$ cat config.mk
export PLATFORM = sky130hd
export DESIGN_NAME = draw_port_arbiter
export DESIGN_NICKNAME = d
export VERILOG_FILES = /design/src/rtl/draw_pkg.sv /design/src/rtl/rr_pick.sv /design/src/rtl/draw_port_arbiter.sv
export SDC_FILE = /design/constraint.sdc
export NUM_CORES = 1
export LEC_CHECK = 0
export CAP_MARGIN = 20
export CORE_AREA = 2 2 60 118
export DETAILED_ROUTE_END_ITERATION = 6
export DIE_AREA = 0 0 62 120
export GPL_ROUTABILITY_DRIVEN = 0
export GPL_TIMING_DRIVEN = 1
export PLACE_DENSITY = 0.89
export SYNTH_ARGS = -nofsm -noshare
export SYNTH_HDL_FRONTEND = slang
export SYNTH_SLANG_ARGS = --single-unit
$ cat constraint.sdc
create_clock -name Clock -period 4.6 [get_ports Clock]
set_input_delay 0.92 -clock Clock [delete_from_list [all_inputs] [get_ports Clock]]
set_output_delay 0.92 -clock Clock [all_outputs]
set_load 0.02 [all_outputs]
$ cat src/rtl/draw_pkg.sv
// Shared definitions for the VGA draw-port arbitration slice:
// pixel field widths, arbiter state encoding and default sizing.
package draw_pkg;

   localparam int X_W           = 9;
   localparam int Y_W           = 8;
   localparam int C_W           = 6;
   localparam int DEF_NREQ      = 4;
   localparam int DEF_MAX_BURST = 100_000;

   typedef enum logic {
      IDLE = 1'b0,
      OWN  = 1'b1
   } state_t;

endpackage

$ cat src/rtl/rr_pick.sv
// Combinational round-robin picker: first requester found searching upward
// from the previous owner + 1, wrapping modulo NREQ.
module rr_pick
   import draw_pkg::*;
#(
   parameter int NREQ  = DEF_NREQ,
   parameter int IDX_W = $clog2(NREQ)
) (
   input  logic [NREQ-1:0]  i_req,
   input  logic [IDX_W-1:0] i_last_grant,
   output logic [IDX_W-1:0] o_winner,
   output logic             o_valid
);

   // NOTE: every output gets a default before the search so no latch is inferred.
   always_comb begin
      o_winner = '0;
      o_valid  = 1'b0;
      // Walk from the farthest candidate back to the nearest; the last hit wins.
      for (int k = NREQ; k >= 1; k--) begin
         if (i_req[(int'(i_last_grant) + k) % NREQ]) begin
            o_winner = IDX_W'((int'(i_last_grant) + k) % NREQ);
            o_valid  = 1'b1;
         end
      end
   end

endmodule

$ cat src/rtl/draw_port_arbiter.sv
// Round-robin owner of the shared VGA pixel-write port, with burst time limit,
// registered pixel forwarding and sticky overrun/timeout flags.
module draw_port_arbiter
   import draw_pkg::*;
#(
   parameter int NREQ      = DEF_NREQ,
   parameter int MAX_BURST = DEF_MAX_BURST,
   parameter int CNT_W     = $clog2(MAX_BURST + 1)
) (
   input  logic                Clock,
   input  logic                Resetn,
   input  logic                frameTick,
   input  logic                clearFlags,
   input  logic [NREQ-1:0]     req,
   input  logic [NREQ-1:0]     done,
   input  logic [X_W*NREQ-1:0] xIn,
   input  logic [Y_W*NREQ-1:0] yIn,
   input  logic [C_W*NREQ-1:0] colourIn,
   input  logic [NREQ-1:0]     plotIn,
   output logic [NREQ-1:0]     grant,
   output logic [X_W-1:0]      xOut,
   output logic [Y_W-1:0]      yOut,
   output logic [C_W-1:0]      colourOut,
   output logic                plotOut,
   output logic                busy,
   output logic                frameOverrun,
   output logic                timeoutFlag
);

   localparam int IDX_W = $clog2(NREQ);

   state_t           r_state, w_state_nxt;
   logic [NREQ-1:0]  r_grant;
   logic [IDX_W-1:0] r_owner, r_last_grant;
   logic [CNT_W-1:0] r_burst_cnt;
   logic [X_W-1:0]   r_x;
   logic [Y_W-1:0]   r_y;
   logic [C_W-1:0]   r_colour;
   logic             r_plot, r_frame_overrun, r_timeout;

   logic [IDX_W-1:0] w_pick;
   logic             w_pick_valid, w_release, w_timeout;

   rr_pick #(.NREQ(NREQ), .IDX_W(IDX_W)) u_rr_pick (
      .i_req        (req),
      .i_last_grant (r_last_grant),
      .o_winner     (w_pick),
      .o_valid      (w_pick_valid)
   );

   // Owner-requested release outranks the forced timeout release.
   always_comb begin
      w_state_nxt = r_state;
      w_release   = 1'b0;
      w_timeout   = 1'b0;
      if (r_state == IDLE) begin
         if (w_pick_valid) w_state_nxt = OWN;
      end else begin
         if (done[r_owner] || !req[r_owner]) begin
            w_release   = 1'b1;
            w_state_nxt = IDLE;
         end else if (r_burst_cnt == CNT_W'(MAX_BURST - 1)) begin
            w_release   = 1'b1;
            w_timeout   = 1'b1;
            w_state_nxt = IDLE;
         end
      end
   end

   // NOTE: synchronous reset inside the clocked block; all state uses non-blocking <=.
   always_ff @(posedge Clock) begin
      if (!Resetn) begin
         r_state         <= IDLE;
         r_grant         <= '0;
         r_owner         <= '0;
         r_last_grant    <= IDX_W'(NREQ - 1);
         r_burst_cnt     <= '0;
         r_x             <= '0;
         r_y             <= '0;
         r_colour        <= '0;
         r_plot          <= 1'b0;
         r_frame_overrun <= 1'b0;
         r_timeout       <= 1'b0;
      end else begin
         r_state <= w_state_nxt;
         if (r_state == IDLE) begin
            r_plot <= 1'b0;
            if (w_pick_valid) begin
               r_grant     <= NREQ'(1) << w_pick;
               r_owner     <= w_pick;
               r_burst_cnt <= '0;
            end
         end else begin
            // Release cycle still forwards the owner's pixel.
            r_x         <= xIn[X_W*r_owner +: X_W];
            r_y         <= yIn[Y_W*r_owner +: Y_W];
            r_colour    <= colourIn[C_W*r_owner +: C_W];
            r_plot      <= plotIn[r_owner];
            r_burst_cnt <= r_burst_cnt + CNT_W'(1);
            if (w_release) begin
               r_grant      <= '0;
               r_last_grant <= r_owner;
            end
         end

         if (frameTick && r_state == OWN) r_frame_overrun <= 1'b1;
         else if (clearFlags)              r_frame_overrun <= 1'b0;

         if (w_timeout)       r_timeout <= 1'b1;
         else if (clearFlags) r_timeout <= 1'b0;
      end
   end

   assign grant        = r_grant;
   assign xOut         = r_x;
   assign yOut         = r_y;
   assign colourOut    = r_colour;
   assign plotOut      = r_plot;
   assign busy         = (r_state == OWN);
   assign frameOverrun = r_frame_overrun;
   assign timeoutFlag  = r_timeout;

endmodule

==> flow_summary_export.csv, run 1 <==
group,metric,value,unit
sta,max-slew-margin-rel,0.359,
clock_network,hold_buffers,0,
sta,max_freq,0.374,GHz
worst_setup_path,cp_top_family,"buffers and inverters",
floorplan,die_w,62,um
floorplan,num_rows,42,
sta,hold_viol,0,
sta,setup-tns-final,0,ps
worst_setup_path,cpPeakStageDelay,710,ps
placement,place_inst,478,
pwr,p_sw,347,uW
cells_and_area,synthToLayoutAreaGrowth,57.0,%
sta,setup_ws,1930,ps
worst_setup_path,arrival,1750,ps
min_path,min_path_cells,2,
grt,grt_max_degree,46,
routing,drc,0,
floorplan,die_area,7440,um^2
synthesis,avgSynthCellArea,10.5,um^2
clock_network,cts_tree,"done",
worst_setup_path,path_max_fanout,37,
sta,setup-violations-final,0,
worst_setup_path,end_kind,"output pin",
cells_and_area,layout.cells.non_filler,486,
sta,tightest_slew,961,ps
clock_network,h-tree-depth,2,
floorplan,initial_core_util,0.426,
routing,avgViaCountPerCell,5.55,
placement,port_buffers,138,
cells_and_area,drive_gt1_frac,0.106,
outcome,status,"finished clean",
sta,fin_skew,6.83,ps
run,max_cap_violations,0,
placement,hpwl,6520,um
cells_and_area,finalNetCount,506,
synthesis,synth_area,2800,um^2
synthesis,yosys_register_bits,52,
routing,top_layer,"met4",
worst_setup_path,start_kind,"register",
worst_setup_path,rrSetupSlack,2530,ps
clock_network,clock_latency,290,ps
routing,met1Wirelength,2860,um
worst_setup_path,worstPathRequired,3680,ps
synthesis,ys_top_cells_by_area,"dfxtp_1 37%, mux4_2 19%, mux2i_1 9.7%",
floorplan,core_area,6570,um^2
cells_and_area,nFillCells,512,
sta,final_max_slew_viol_count,0,
worst_setup_path,cp_cell_sequence,"buf_4 -> clkdlybuf4s50_1",
synthesis,yosys_warnings,0,
worst_setup_path,worst-path-buf-inv,2,
grt,grt_antenna_before_repair,0,
pwr,pwr-share-clk,0.332,
routing,vias,2698,
min_path,min_to,"timeoutFlag",
routing,first_iter_violations,108,
grt,grt_pass1_wl,13500,um
floorplan,die_y,120,um
grt,grt_overflow,0,
pwr,power_density,302,nW/um^2
synthesis,yosysTopAreaCellShare,0.372,
synthesis,synth_ff_type,"dfxtp_1",
synthesis,synth_nets,376,
worst_setup_path,cpMaxStageDelayCell,"clkdlybuf4s50_1",
sta,fin_crit_sh,0.581,
sta,grt_setup_unrepaired,"false",
cells_and_area,antenna_cells,0,
cells_and_area,final_common_cell,"clkdlybuf4s50_1",
sta,fin_crit,2670,ps
worst_setup_path,crit_type,"reg2out",
routing,met2_length,4850,um
clock_network,cts_made_buffers,5,
pwr,seq_power_share,0.395,
worst_setup_path,path_depth,2,
synthesis,synth.distinct_cells,47,
synthesis,synth_edf_count,0,
clock_network,cts-root-buf,"clkbuf_16",
clock_network,cts.clk_slew.worst_paths,70,ps
routing,wire_per_inst,17.2,um
routing,drtPass1Iterations,4,
pwr,ir_drop,257,uV
min_path,hold_path.class,"reg2reg",
floorplan,ios,139,
synthesis,postSynth.asyncResetShare,0,
worst_setup_path,r2r_start,"r_owner[1]",
pwr,p_comb_frac,0.273,
routing,routed_wl,8350,um
worst_setup_path,worst-r2r-cell-count,5,
clock_network,cts_resized,0,
clock_network,post_cts_buffers,0,
routing,antenna_left,0,
cells_and_area,layout_common_cells,"138 x clkdlybuf4s50_1, 50 x dfxtp_1, 39 x nor2_1",
pwr,swShare,0.262,
synthesis,synthCells,267,
pwr,intPower,977,uW
grt,grt.total_usage,0.241,
synthesis,yosysSeqAreaShare,0.372,
clock_network,numClockSinks,52,
pwr,power.leakage,1.56,nW
placement,pre_cts_ws,1770,ps
clock_network,clk_path_buf_depth,2,
worst_setup_path,r2r-end,"r_last_grant[0]",
synthesis,yosys.area.top_type,"dfxtp_1",
grt,grt_pass1_vias,2849,
routing,dr_wl_met3,407,um
min_path,hold_start,"timeoutFlag",
==> final cells by class <==
class	count	area, um^2	area share
Multi-Input combinational cell	195	1650	0.376
Sequential cell	52	1040	0.238
Clock buffer	6	139	0.0316
Timing Repair Buffer	140	1400	0.318
Tap cell	88	110	0.0251
Inverter	3	11.3	0.00257
Clock inverter	2	38.8	0.00884
==> how the worst max path moves through the flow <==
| stage | startpoint | endpoint |
|---|---|---|
| floorplan | req[0] | r_burst_cnt[0] |
| global placement | req[0] | grant[1] |
| detailed placement | req[1] | r_burst_cnt[8] |
| CTS | busy | busy |
| global route | req[1] | r_burst_cnt[9] |
| finish | busy | busy |
==> logic make-up (layout without fill, tap and decap cells) <==
kind of cell / Yosys count / in the layout / synth area share
AND/OR/NAND/NOR: 99 / 99 / 0.192
multiplexers: 50 / 50 / 0.282
adder cells (fa/ha/maj): 1 / 1 / 0.00448
buffers and inverters: 20 / 151 / 0.0371
AO/OA/AOI/OAI: 40 / 40 / 0.0962
flip-flops: 52 / 52 / 0.372
XOR/XNOR: 5 / 5 / 0.0157
==> worst register-to-register path: stages, from the launching register on <==
cell      delay (ps)
dfxtp_1          650
buf_4            380
nor4bb_1         110
nor4_2           370
o2bb2a_1         310
mux2i_1          130
==> synth_stat cells, types with 3 or more instances <==
master and n:
nand3_1 12, mux4_2 23, dfxtp_1 52, nor2_1 39
nand2_1 9, o22ai_1 5, o211ai_1 9, a22oi_1 3
a211oi_1 3, buf_4 4, nand4_1 4, nand2b_1 4
a21oi_1 12, clkbuf_1 6, buf_2 5, or3_1 11
mux2i_1 27, nor4bb_1 3, xor2_1 3
==> flip-flops by register name (all words and copies together) (netlist names) <==
| name | cells |
|---|---|
| r_burst_cnt | 17 |
| xOut | 9 |
| yOut | 8 |
| colourOut | 6 |
| grant | 4 |
| r_last_grant | 2 |
| r_owner | 2 |
| busy | 1 |
| frameOverrun | 1 |
| plotOut | 1 |
| timeoutFlag | 1 |
==> through the flow <==
step | util | hold slack, ps | instance area (um^2) | total power [mW]
floorplan | - | 468 | 2800 | 0.722
global placement | 0.641 | 468 | 4210 | 0.883
detailed placement | 0.641 | 471 | 4210 | 0.895
CTS | 0.668 | 480 | 4390 | 1.33
global route | 0.668 | 489 | 4390 | 1.37
finish | 0.668 | 478 | 4390 | 1.32
==> power by group through the flow <==
stage,logic (mW),registers (mW),clock network [mW]
6_report,0.362,0.523,0.440
5_1_grt,0.384,0.530,0.455
4_1_cts,0.365,0.524,0.442
3_5_place_dp,0.362,0.533,0
3_3_place_gp,0.352,0.531,0
2_1_floorplan,0.179,0.543,0
==> layer usage <==
metal,vias up,track usage
li1,1274,-
met1,1319,0.272
met2,89,0.413
met3,16,0.0539
met4,0,0.0971
met5,-,0
No activity file was read; power rests on OpenSTA's default activity.
==> run 2: changes to the inputs <==
--- a/config.mk
+++ b/config.mk
@@ -6,12 +6,12 @@
 export NUM_CORES = 1
 export LEC_CHECK = 0
 export CAP_MARGIN = 20
-export CORE_AREA = 2 2 60 118
+export CORE_AREA = 2 2 65 128
 export DETAILED_ROUTE_END_ITERATION = 6
-export DIE_AREA = 0 0 62 120
+export DIE_AREA = 0 0 67 130
 export GPL_ROUTABILITY_DRIVEN = 0
 export GPL_TIMING_DRIVEN = 1
-export PLACE_DENSITY = 0.89
+export PLACE_DENSITY = 0.81
 export SYNTH_ARGS = -nofsm -noshare
 export SYNTH_HDL_FRONTEND = slang
 export SYNTH_SLANG_ARGS = --single-unit
==> constraint.sdc (replaced) <==
create_clock -name Clock -period 2.3 [get_ports Clock]
set_input_delay 0.46 -clock Clock [delete_from_list [all_inputs] [get_ports Clock]]
set_output_delay 0.46 -clock Clock [all_outputs]
set_load 0.02 [all_outputs]
==> run 2 against run 1 <==
  * First-iteration DRC count down 28%
  * Critical path depth up 2
  * Cell count up 3.1%
  * Via count down 0.44%
  * Count of clock-buffer cells in the layout unchanged
  * Die area up 17%
  * Total power up 97%
  * Global-route usage down 6.1 points
  * Clock skew down 3.4 ps
  * Critical path type is now reg2reg
==> flow_summary_export.csv, run 2 (synthesized netlist as in run 1, its figures left out) <==
group,metric,value,unit
sta,setup-tns-final,0,ps
worst_setup_path,end_kind,"register",
clock_network,cts.clk_slew.worst_paths,70,ps
pwr,power.leakage,1.59,nW
floorplan,initial_core_util,0.357,
clock_network,cts-root-buf,"clkbuf_16",
routing,first_iter_violations,78,
placement,place_inst,493,
floorplan,core_area,7830,um^2
cells_and_area,largest_reg_flops,17,
sta,setup_ws,420,ps
worst_setup_path,start_kind,"register",
routing,dr_wl_met3,882,um
sta,fin_crit_sh,0.817,
sta,hold_viol,0,
floorplan,die_w,67,um
clock_network,cts_resized,0,
pwr,ir_drop,413,uV
clock_network,numClockSinks,52,
clock_network,cts_made_buffers,5,
routing,avgViaCountPerCell,5.36,
grt,grt_pass1_vias,2619,
worst_setup_path,arrival,2060,ps
cells_and_area,final_common_cell,"clkdlybuf4s50_1",
grt,grt_pass1_wl,12200,um
cells_and_area,drive_gt1_frac,0.119,
cells_and_area,finalNetCount,513,
placement,hpwl,5900,um
routing,antenna_left,0,
sta,max_freq,0.532,GHz
sta,setup-violations-final,0,
routing,drtPass1Iterations,4,
grt,grt_max_degree,37,
worst_setup_path,crit_type,"reg2reg",
routing,met1Wirelength,2780,um
floorplan,num_rows,46,
placement,dpl_cell_area,4290,um^2
floorplan,ios,139,
sta,final_max_slew_viol_count,0,
grt,grt_overflow,0,
routing,routed_wl,7710,um
cells_and_area,largest_register,"r_burst_cnt",
routing,drc,0,
floorplan,die_area,8710,um^2
placement,port_buffers,138,
min_path,hold_path.class,"reg2reg",
sta,max-slew-margin-rel,0.620,
clock_network,clk_path_buf_depth,2,
worst_setup_path,worstPathRequired,2480,ps
sta,fin_crit,1880,ps
placement,pre_cts_ws,133,ps
cells_and_area,layout.cells.non_filler,501,
cells_and_area,layout_common_cells,"138 x clkdlybuf4s50_1, 50 x dfxtp_1, 39 x nor2_1",
worst_setup_path,path_max_fanout,20,
cells_and_area,design_area,4450,um^2
grt,grt.total_usage,0.179,
clock_network,post_cts_buffers,0,
sta,tightest_slew,571,ps
grt,grt_antenna_before_repair,0,
sta,grt_setup_unrepaired,"false",
clock_network,cts_tree,"done",
cells_and_area,synthToLayoutAreaGrowth,59.2,%
cells_and_area,antenna_cells,0,
routing,top_layer,"met4",
floorplan,die_y,130,um
clock_network,hold_buffers,0,
clock_network,h-tree-depth,2,
routing,vias,2686,
pwr,power_density,587,nW/um^2
routing,wire_per_inst,15.4,um
outcome,status,"finished clean",
sta,fin_skew,3.46,ps
routing,met2_length,3920,um
pwr,power,2.61,mW
clock_network,clock_latency,290,ps
run,max_cap_violations,0,
run 2: final timing paths:
check / start / end / slack, ps / depth (start not counted)
worst min-delay path: timeoutFlag / timeoutFlag / 470 / 2
worst min register to register: timeoutFlag / timeoutFlag / 470 / 2
worst max-delay path: r_owner[0] / xOut[1] / 420 / 4
worst max register to register: r_owner[0] / xOut[1] / 420 / 4
run 2: final cells by class:
cell class | instances | area (um^2)
sequential | 52 | 1040
clock inverter | 2 | 35.0
fill | 727 | 3380
multi-input combinational | 195 | 1650
inverter | 3 | 11.3
clock buffer | 6 | 129
tap | 96 | 120
timing repair buffer | 147 | 1460
run 2: metal layers:
metal,vias up,GRT usage
li1,1282,-
met2,123,0.310
met1,1272,0.199
met5,-,0
met3,9,0.0664
met4,0,0.0588
run 2: per-stage QoR:
| stage | util | hold WS (ps) |
|---|---|---|
| floorplan | - | 468 |
| global placement | 0.548 | 443 |
| detailed placement | 0.548 | 461 |
| CTS | 0.569 | 470 |
| global route | 0.569 | 500 |
| finish | 0.569 | 474 |
run 2: worst max-delay path, cell delays in order (launching register included):
cell and delay [ps]:
dfxtp_2 700, buf_4 310, mux4_2 530, mux2i_1 180, nor2_1 60
run 2: power by group:
| part | internal [mW] | switching, mW | leakage (nW) |
|---|---|---|---|
| Clock | 0.512 | 0.323 | 0.0808 |
| Sequential | 0.966 | 0.0635 | 0.425 |
| Combinational | 0.460 | 0.289 | 1.09 |
==> run 3: changes to the inputs <==
--- a/config.mk
+++ b/config.mk
@@ -6,12 +6,12 @@
 export NUM_CORES = 1
 export LEC_CHECK = 0
 export CAP_MARGIN = 20
-export CORE_AREA = 2 2 65 128
+export CORE_AREA = 2 2 62 122
 export DETAILED_ROUTE_END_ITERATION = 6
-export DIE_AREA = 0 0 67 130
+export DIE_AREA = 0 0 64 124
 export GPL_ROUTABILITY_DRIVEN = 0
 export GPL_TIMING_DRIVEN = 1
-export PLACE_DENSITY = 0.81
+export PLACE_DENSITY = 0.85
 export SYNTH_ARGS = -nofsm -noshare
 export SYNTH_HDL_FRONTEND = slang
 export SYNTH_SLANG_ARGS = --single-unit
==> constraint.sdc (replaced) <==
create_clock -name Clock -period 1.91 [get_ports Clock]
set_input_delay 0.382 -clock Clock [delete_from_list [all_inputs] [get_ports Clock]]
set_output_delay 0.382 -clock Clock [all_outputs]
set_load 0.02 [all_outputs]
==> run 3 against run 2 <==
  * Cell area up 1.5%
  * Sequential power up 18%
  * Total power up 25%
  * Flip-flop and latch count unchanged
  * Clock power up 31%
  * Combinational power up 28%
  * Sequential share of layout area down 0.34 points
  * Via count up 1.3%
  * First-iteration DRC count up 63%
  * Largest cell class unchanged
  * Highest routed layer unchanged
==> flow_summary_export.csv, run 3 (synthesized netlist as in run 1, its figures left out) <==
group,metric,value,unit
outcome,status,"finished clean",
routing,antenna_left,0,
clock_network,hold_buffers,0,
pwr,power,3.27,mW
floorplan,ios,139,
cells_and_area,largest_reg_flops,17,
worst_setup_path,worst-path-buf-inv,1,
clock_network,cts.clk_slew.worst_paths,70,ps
floorplan,initial_core_util,0.403,
cells_and_area,final_util,0.651,
clock_network,clk_path_buf_depth,2,
clock_network,numClockSinks,52,
clock_network,cts_made_buffers,5,
worst_setup_path,end_kind,"output pin",
routing,wire_per_inst,17.2,um
grt,grt_pass1_wl,13800,um
pwr,power_density,725,nW/um^2
sta,fin_crit,1710,ps
clock_network,post_cts_buffers,0,
worst_setup_path,worstPathRequired,1530,ps
cells_and_area,layout_common_cells,"138 x clkdlybuf4s50_1, 50 x dfxtp_1, 39 x nor2_1",
sta,max_freq,0.584,GHz
sta,fin_skew,6.38,ps
sta,hold_viol,0,
floorplan,die_area,7940,um^2
clock_network,h-tree-depth,2,
cells_and_area,antenna_cells,0,
floorplan,die_y,124,um
worst_setup_path,cp_top_family,"buffers and inverters",
sta,fin_crit_sh,0.897,
worst_setup_path,arrival,1330,ps
grt,grt.total_usage,0.225,
worst_setup_path,start_kind,"register",
worst_setup_path,cpPeakStageDelay,630,ps
grt,grt_pass1_vias,2907,
floorplan,num_rows,43,
placement,hpwl,6660,um
sta,final_max_slew_viol_count,0,
routing,first_iter_violations,127,
floorplan,die_w,64,um
run,max_cap_violations,0,
routing,routed_wl,8560,um
sta,setup-violations-final,0,
cells_and_area,largest_register,"r_burst_cnt",
clock_network,cts_resized,0,
grt,grt_overflow,0,
sta,grt_setup_unrepaired,"false",
clock_network,clock_latency,300,ps
routing,drc,0,
grt,grt_antenna_before_repair,0,
min_path,hold_path.class,"reg2reg",
grt,grt_max_degree,45,
worst_setup_path,crit_type,"reg2out",
worst_setup_path,cp_cell_sequence,"clkdlybuf4s50_1",
sta,tightest_slew,503,ps
clock_network,cts-root-buf,"clkbuf_16",
placement,port_buffers,138,
routing,vias,2722,
cells_and_area,drive_gt1_frac,0.130,
clock_network,cts_tree,"done",
pwr,ir_drop,689,uV
worst_setup_path,path_max_fanout,6,
cells_and_area,synthToLayoutAreaGrowth,61.6,%
routing,avgViaCountPerCell,5.45,
routing,drtPass1Iterations,4,
floorplan,core_area,6940,um^2
sta,max-slew-margin-rel,0.665,
pwr,power.leakage,1.63,nW
cells_and_area,final_common_cell,"clkdlybuf4s50_1",
cells_and_area,finalNetCount,517,
worst_setup_path,cpMaxStageDelayCell,"clkdlybuf4s50_1",
-- run 3: worst register-to-register path: stages (launching register included) --
cell,delay [ps]
dfxtp_1,440
ha_1,310
nand4_2,240
or3_1,420
a21oi_1,150
-- run 3: routing by layer --
layer / GRT usage / up-vias / routed length (um)
met4: 0.0978 / 0 / 262
met5: 0 / - / 0
met3: 0.0479 / 22 / 411
li1: - / 1290 / -
met2: 0.436 / 106 / 5030
met1: 0.224 / 1304 / 2860
-- run 3: stage by stage --
| stage | setup slack (ps) | hold slack, ps | area [um^2] | TNS, ps | std cells |
|---|---|---|---|---|---|
| floorplan | 351 | 468 | 2800 | 0 | 267 |
| global placement | -28.1 | 459 | 4330 | -56.0 | 491 |
| detailed placement | -96.2 | 451 | 4330 | -375 | 491 |
| CTS | 192 | 460 | 4520 | 0 | 499 |
| global route | 114 | 487 | 4520 | 0 | 499 |
| finish | 198 | 459 | 4520 | 0 | 499 |
-- run 3: power breakdown --
group | internal (mW) | total [mW] | switching (mW)
Combinational | 0.570 | 0.960 | 0.391
Clock | 0.690 | 1.09 | 0.400
Sequential | 1.16 | 1.22 | 0.0596
Total | 2.42 | 3.27 | 0.850
-- run 3: area by class of cell --
type | instances | area [um^2]
inverters | 3 | 11.3
clock inverters | 1 | 30.0
repair buffers | 151 | 1520
fillers | 517 | 2420
flip-flops and latches | 52 | 1040
clock buffers | 7 | 153
well taps | 90 | 113
multi-input cells | 195 | 1650
-- run 3: path summary, 6_finish.rpt --
| kind | from | to | slack, ps | depth (start not counted) |
|---|---|---|---|---|
| min | timeoutFlag | timeoutFlag | 460 | 2 |
| min reg2reg | timeoutFlag | timeoutFlag | 460 | 2 |
| max | busy | busy | 200 | 1 |
| max reg2reg | r_burst_cnt[1] | r_burst_cnt[10] | 300 | 4 |
